### config.mk
export PLATFORM = sky130hd
export DESIGN_NAME = uv_i2c_slave
export DESIGN_NICKNAME = d
export VERILOG_FILES = /design/src/rtl/uv_i2c_slave.sv
export SDC_FILE = /design/constraint.sdc
export NUM_CORES = 1
export LEC_CHECK = 0
export CORE_MARGIN = 5
export CORE_UTILIZATION = 53
export DETAILED_ROUTE_END_ITERATION = 8
export PLACE_DENSITY = 0.87
export SLEW_MARGIN = 20
export SYNTH_ARGS = -nofsm -noshare
export SYNTH_HDL_FRONTEND = slang
export SYNTH_SLANG_ARGS = --single-unit
### constraint.sdc
create_clock -name clk -period 3.2 [get_ports clk]
set_clock_uncertainty 0.2 [all_clocks]
set_input_delay 0.64 -clock clk [delete_from_list [all_inputs] [get_ports clk]]
set_output_delay 0.64 -clock clk [all_outputs]
set_load 0.1 [all_outputs]
### src/rtl/uv_i2c_slave.sv
// I2C target with a small byte register file: pointer-addressed writes, auto-incrementing reads.
// Define UV_I2C_SLV_FILTER_EN to add a 3-sample glitch filter on SCL/SDA (pad-to-event latency 6 clk instead of 3).
module uv_i2c_slave #(
    parameter logic [6:0] SLV_ADDR = 7'h50,
    parameter int          REG_NUM  = 16,
    parameter int          REG_AW   = 4
) (
    input  logic                 clk,
    input  logic                 rst_n,
    input  logic                 i2c_scl_in,
    output logic                 i2c_scl_out,
    output logic                 i2c_scl_oen,
    input  logic                 i2c_sda_in,
    output logic                 i2c_sda_out,
    output logic                 i2c_sda_oen,
    output logic [REG_NUM*8-1:0] regs_out,
    output logic                 wr_pulse,
    output logic [REG_AW-1:0]    wr_idx,
    output logic                 busy
);

    typedef enum logic [3:0] {
        IDLE, ADDR, ADDR_ACK, PTR, PTR_ACK, WDATA, WDATA_ACK, RDATA, RDATA_ACK
    } state_t;

    state_t                      state, state_nxt;
    logic [1:0]                  scl_sync, sda_sync;
    logic                        scl_line, sda_line, scl_d, sda_d;
    logic [2:0]                  bit_cnt;
    logic [6:0]                  shift_reg;
    logic                        rw;
    logic [REG_AW-1:0]           ptr;
    logic [REG_NUM-1:0][7:0]     regs;
    logic                        sda_oen_r, sda_oen_nxt;
    logic                        scl_rise, scl_fall, start_det, stop_det, last_bit;
    logic [7:0]                  byte_in;

    // Idle bus is high on both lines, so synchronizers reset to 1 to avoid phantom edges.
    always_ff @(posedge clk or negedge rst_n) begin
        if (!rst_n) begin
            scl_sync <= 2'b11;
            sda_sync <= 2'b11;
        end else begin
            scl_sync <= {scl_sync[0], i2c_scl_in};
            sda_sync <= {sda_sync[0], i2c_sda_in};
        end
    end

`ifdef UV_I2C_SLV_FILTER_EN
    logic [1:0] scl_hist, sda_hist;

    // The filtered level only moves once three consecutive samples agree.
    always_ff @(posedge clk or negedge rst_n) begin
        if (!rst_n) begin
            scl_hist <= 2'b11;
            sda_hist <= 2'b11;
            scl_line <= 1'b1;
            sda_line <= 1'b1;
        end else begin
            scl_hist <= {scl_hist[0], scl_sync[1]};
            sda_hist <= {sda_hist[0], sda_sync[1]};
            if ({scl_hist, scl_sync[1]} == 3'b111)      scl_line <= 1'b1;
            else if ({scl_hist, scl_sync[1]} == 3'b000) scl_line <= 1'b0;
            if ({sda_hist, sda_sync[1]} == 3'b111)      sda_line <= 1'b1;
            else if ({sda_hist, sda_sync[1]} == 3'b000) sda_line <= 1'b0;
        end
    end
`else
    assign scl_line = scl_sync[1];
    assign sda_line = sda_sync[1];
`endif

    always_ff @(posedge clk or negedge rst_n) begin
        if (!rst_n) begin
            scl_d <= 1'b1;
            sda_d <= 1'b1;
        end else begin
            scl_d <= scl_line;
            sda_d <= sda_line;
        end
    end

    assign scl_rise  = scl_line & ~scl_d;
    assign scl_fall  = ~scl_line & scl_d;
    assign start_det = scl_line & scl_d & sda_d & ~sda_line;
    assign stop_det  = scl_line & scl_d & ~sda_d & sda_line;
    assign last_bit  = (bit_cnt == 3'd7);
    assign byte_in   = {shift_reg, sda_line};

    always_ff @(posedge clk or negedge rst_n) begin
        if (!rst_n) state <= IDLE;
        else        state <= state_nxt;
    end

    always_comb begin
        state_nxt = state;
        if (start_det) begin
            state_nxt = ADDR;
        end else if (stop_det) begin
            state_nxt = IDLE;
        end else if (scl_rise) begin
            case (state)
                ADDR:      if (last_bit) state_nxt = (byte_in[7:1] == SLV_ADDR) ? ADDR_ACK : IDLE;
                ADDR_ACK:  state_nxt = rw ? RDATA : PTR;
                PTR:       if (last_bit) state_nxt = PTR_ACK;
                PTR_ACK:   state_nxt = WDATA;
                WDATA:     if (last_bit) state_nxt = WDATA_ACK;
                WDATA_ACK: state_nxt = WDATA;
                RDATA:     if (last_bit) state_nxt = RDATA_ACK;
                RDATA_ACK: state_nxt = sda_line ? IDLE : RDATA;
                default:   state_nxt = state;
            endcase
        end
    end

    // SDA only changes on SCL fall; bit_cnt equals bits already sent, so ~bit_cnt picks MSB first.
    always_comb begin
        sda_oen_nxt = sda_oen_r;
        if (start_det || stop_det || state == IDLE) begin
            sda_oen_nxt = 1'b1;
        end else if (scl_fall) begin
            case (state)
                ADDR_ACK, PTR_ACK, WDATA_ACK: sda_oen_nxt = 1'b0;
                RDATA:                        sda_oen_nxt = regs[ptr][~bit_cnt];
                default:                      sda_oen_nxt = 1'b1;
            endcase
        end
    end

    always_ff @(posedge clk or negedge rst_n) begin
        if (!rst_n) begin
            bit_cnt   <= '0;
            shift_reg <= '0;
            rw        <= 1'b0;
            ptr       <= '0;
            regs      <= '0;
            sda_oen_r <= 1'b1;
            wr_pulse  <= 1'b0;
            wr_idx    <= '0;
            busy      <= 1'b0;
        end else begin
            sda_oen_r <= sda_oen_nxt;
            wr_pulse  <= 1'b0;
            if (start_det) begin
                bit_cnt <= '0;
            end else if (stop_det) begin
                busy <= 1'b0;
            end else if (scl_rise) begin
                shift_reg <= byte_in[6:0];
                if (state == ADDR_ACK || state == PTR_ACK || state == WDATA_ACK || state == RDATA_ACK)
                    bit_cnt <= '0;
                else
                    bit_cnt <= bit_cnt + 3'd1;
                case (state)
                    ADDR: if (last_bit) begin
                        rw <= sda_line;
                        if (byte_in[7:1] == SLV_ADDR) busy <= 1'b1;
                    end
                    PTR: if (last_bit) ptr <= byte_in[REG_AW-1:0];
                    WDATA: if (last_bit) begin
                        regs[ptr] <= byte_in;
                        wr_pulse  <= 1'b1;
                        wr_idx    <= ptr;
                        ptr       <= ptr + REG_AW'(1);
                    end
                    RDATA_ACK: ptr <= ptr + REG_AW'(1);
                    default: ;
                endcase
            end
        end
    end

    assign i2c_scl_out = 1'b0;
    assign i2c_scl_oen = 1'b1;
    assign i2c_sda_out = 1'b0;
    assign i2c_sda_oen = sda_oen_r;
    assign regs_out    = regs;

endmodule

==> flow_metrics.py, run 1 <==
metrics = {
    "place": {
        "hpwl_um": 14900,
        "placed_cell_area_um2": 8910,
        "io_buffers": 138,
        "place.gp.congestion": 0.959,
    },
    "sta": {
        "final_hold_viol_count": 0,
        "rsz0062_at_grt": "no",
        "tightest_slew_ns": 0.730,
        "finalCriticalPeriod_ns": 3.01,
        "finalMaxSlewViolations": 0,
        "finalSetupViolations": 0,
        "slew_headroom_pct": 50.9,
        "max_freq_mhz": 332,
        "period_share_pct": 94.2,
        "tns_ns": 0,
    },
    "route": {
        "route.detailed.drc": 0,
        "vias_per_cell": 6.11,
        "ant_nets": 0,
        "drt_wl_total_um": 20800,
        "dr.pass1.iters": 5,
        "first_iter_violations": 338,
        "wl_per_cell_um": 23.6,
        "vias": 5409,
    },
    "global_routing": {
        "grt_util_met3_pct": 7.16,
        "grt.overflow.total": 0,
        "grt_max_degree": 73,
        "grt_pass1_vias": 5668,
        "grt_busiest_layer": "met2",
        "grt_pass1_wl_um": 32800,
        "track_usage_pct": 25.8,
        "grtUsageMet1_pct": 33.8,
        "gr-usage-met2_pct": 41.0,
        "antenna_found_initial": 0,
    },
    "clocking": {
        "cts_buffer_depth": 2,
        "post_cts_resize_count": 0,
        "post-cts-setup-buffers": 0,
        "cts-root-buf": "clkbuf_16",
        "numCtsBuffers": 17,
        "clk_pin_slew_ns": 0.06,
        "cts_tree": "yes",
        "clock_sinks": 160,
        "cts_htree_levels": 4,
        "cts_hold_buf": 0,
        "clock_latency_ns": 0.42,
    },
    "worst_setup_path": {
        "cp-end-kind": "register",
        "cp.required_ns": 3.30,
        "critical_path_arrival_ns": 3.11,
        "ff2ff_path_depth": 6,
        "critPathMaxFanout": 11,
        "r2r_slack_ns": 0.19,
        "worstSetupPathType": "reg2reg",
        "r2r_end": "regs_out[40]$_DFFE_PN0P_",
        "worstSetupStartpointType": "register",
        "rr_startpoint": "state[0]$_DFFE_PN0P_",
    },
    "power_and_ir_drop": {
        "power_leakage_nw": 4.62,
        "vdd_drop_max_uv": 326,
        "power_density_nw_per_um2": 469,
    },
    "hold_path": {
        "hold_path.class": "in2async",
    },
    "floorplan": {
        "rows": 43,
        "die_w_um": 130,
        "dieArea_um2": 16900,
        "pin_count": 142,
        "initial_core_util_pct": 54.4,
        "fp.dieH_um": 130,
        "core_um2": 14000,
    },
    "run_status": {
        "status": "finished clean",
    },
    "yosys": {
        "async_reset_ff_share_pct": 100,
        "synthFlopType": "dfrtp_1",
        "synth_edf_count": 0,
        "yosysTopAreaCellShare_pct": 50.3,
        "syn_area_um2": 7610,
        "synthTopCellsByArea": "dfrtp_1 (50%), mux2_2 (21%), mux4_2 (7.1%)",
        "avgSynthCellArea_um2": 13.8,
        "ys_types": 53,
        "ys_seq_elements": 160,
        "synthCells": 551,
        "yosysWarnings": 0,
        "yosysSeqAreaShare_pct": 52.7,
        "synth_top_cell_by_area": "dfrtp_1",
    },
    "layout": {
        "final_common_cell": "buf_4",
        "nets": 704,
        "final_util_pct": 67.5,
        "diodes": 0,
        "largest_reg_flops": 128,
        "final_layout_size_suffix_gt1_share_pct": 54.9,
        "layout_common_cells": "buf_4 (156), dfrtp_1 (152), mux2_2 (143)",
        "syn_to_final_growth_pct": 24.0,
        "fin_area_um2": 9440,
    },
    "flow_run": {
        "max-cap-violations": 0,
    },
}
-- cell families (layout without fill, tap and decap cells) --
family / count (synthesis) / count (layout) / synth area share, %
compound gates: 55 / 55 / 5.13
flops: 160 / 160 / 52.7
other cells: 2 / 3 / 0.0986
fa+ha+maj: 6 / 6 / 0.986
buf+inv: 48 / 201 / 2.76
mux: 188 / 188 / 31.0
xor+xnor: 2 / 2 / 0.230
simple gates: 90 / 90 / 7.08
-- critical path, cell delays in order (launching register included) --
cell and delay, ns:
dfrtp_1 0.54, nor2b_2 0.23, nand2_1 0.17, nor4_4 0.59, nand2_4 0.16, nor2_2 0.59
mux2_2 0.41
-- final cells by class --
type	count	area (um^2)
timing repair buffer	161	1240
inverter	10	37.5
multi-input combinational	344	3400
tap	180	225
clock buffer	19	433
clock inverter	11	93.8
sequential	160	4010
fill	984	4550
-- per-stage QoR --
step,total power [W],hold WS [ns],std cells,worst slack (ns)
4_1_cts,0.00444,0.0511,885,0.234
3_3_place_gp,0.00258,0.147,855,0.412
5_1_grt,0.00457,0.0786,885,0.119
2_1_floorplan,0.00243,0.144,552,0.728
3_5_place_dp,0.00260,0.153,855,0.297
6_report,0.00443,0.0126,885,0.187
-- how the worst max path moves through the flow --
| stage | slack (ns) | endpoint | cells past startpoint | start |
|---|---|---|---|---|
| after floorplan | 0.73 | regs_out[127]$_DFFE_PN0P_ | 7 | bit_cnt[1]$_DFFE_PN0P_ |
| after global placement | 0.41 | regs_out[41]$_DFFE_PN0P_ | 5 | scl_sync[1]$_DFF_PN1_ |
| after detailed placement | 0.30 | regs_out[40]$_DFFE_PN0P_ | 6 | state[0]$_DFFE_PN0P_ |
| after CTS | 0.23 | regs_out[40]$_DFFE_PN0P_ | 6 | state[0]$_DFFE_PN0P_ |
| after global routing | 0.12 | regs_out[40]$_DFFE_PN0P_ | 6 | state[0]$_DFFE_PN0P_ |
| final | 0.19 | regs_out[40]$_DFFE_PN0P_ | 6 | state[0]$_DFFE_PN0P_ |
-- layer usage --
layer | wire, um | part of all wire [%] | up-vias
met5 | 0 | 0 | -
met2 | 10200 | 49 | 261
met4 | 794 | 3.8 | 0
met3 | 1620 | 7.8 | 56
li1 | - | - | 2314
met1 | 8210 | 39 | 2778
-- Yosys cell counts (3+ instances only) --
cell / number
dfrtp_1: 153
mux2_2: 143
mux4_2: 24
nand2_1: 23
mux2i_1: 20
clkbuf_1: 18
nor2_1: 15
nor2_2: 12
inv_1: 10
a21oi_1: 9
a211oi_1: 8
buf_1: 8
dfstp_2: 7
buf_2: 6
buf_4: 6
ha_1: 6
nor3_1: 6
o21ai_0: 6
nand3_1: 5
nor2b_1: 5
a31oi_1: 4
nand2_4: 4
nor3_4: 4
a22oi_1: 3
o221ai_1: 3
o22a_1: 3
o22ai_1: 3
-- power breakdown --
part           switching, W  total (W)  internal (W)
logic              0.000166   0.000274      0.000108
registers          0.000225    0.00231       0.00208
clock network      0.000792    0.00185       0.00105
Note: power is estimated with default switching activity, not from simulation.
==> run 2, diff against run 1 <==
--- a/config.mk
+++ b/config.mk
@@ -13,3 +13,4 @@
 export SYNTH_ARGS = -nofsm -noshare
 export SYNTH_HDL_FRONTEND = slang
 export SYNTH_SLANG_ARGS = --single-unit
+export TNS_END_PERCENT = 20
==> results of run 2 <==
The final DEF is identical to that of run 1; final timing and power are the same.
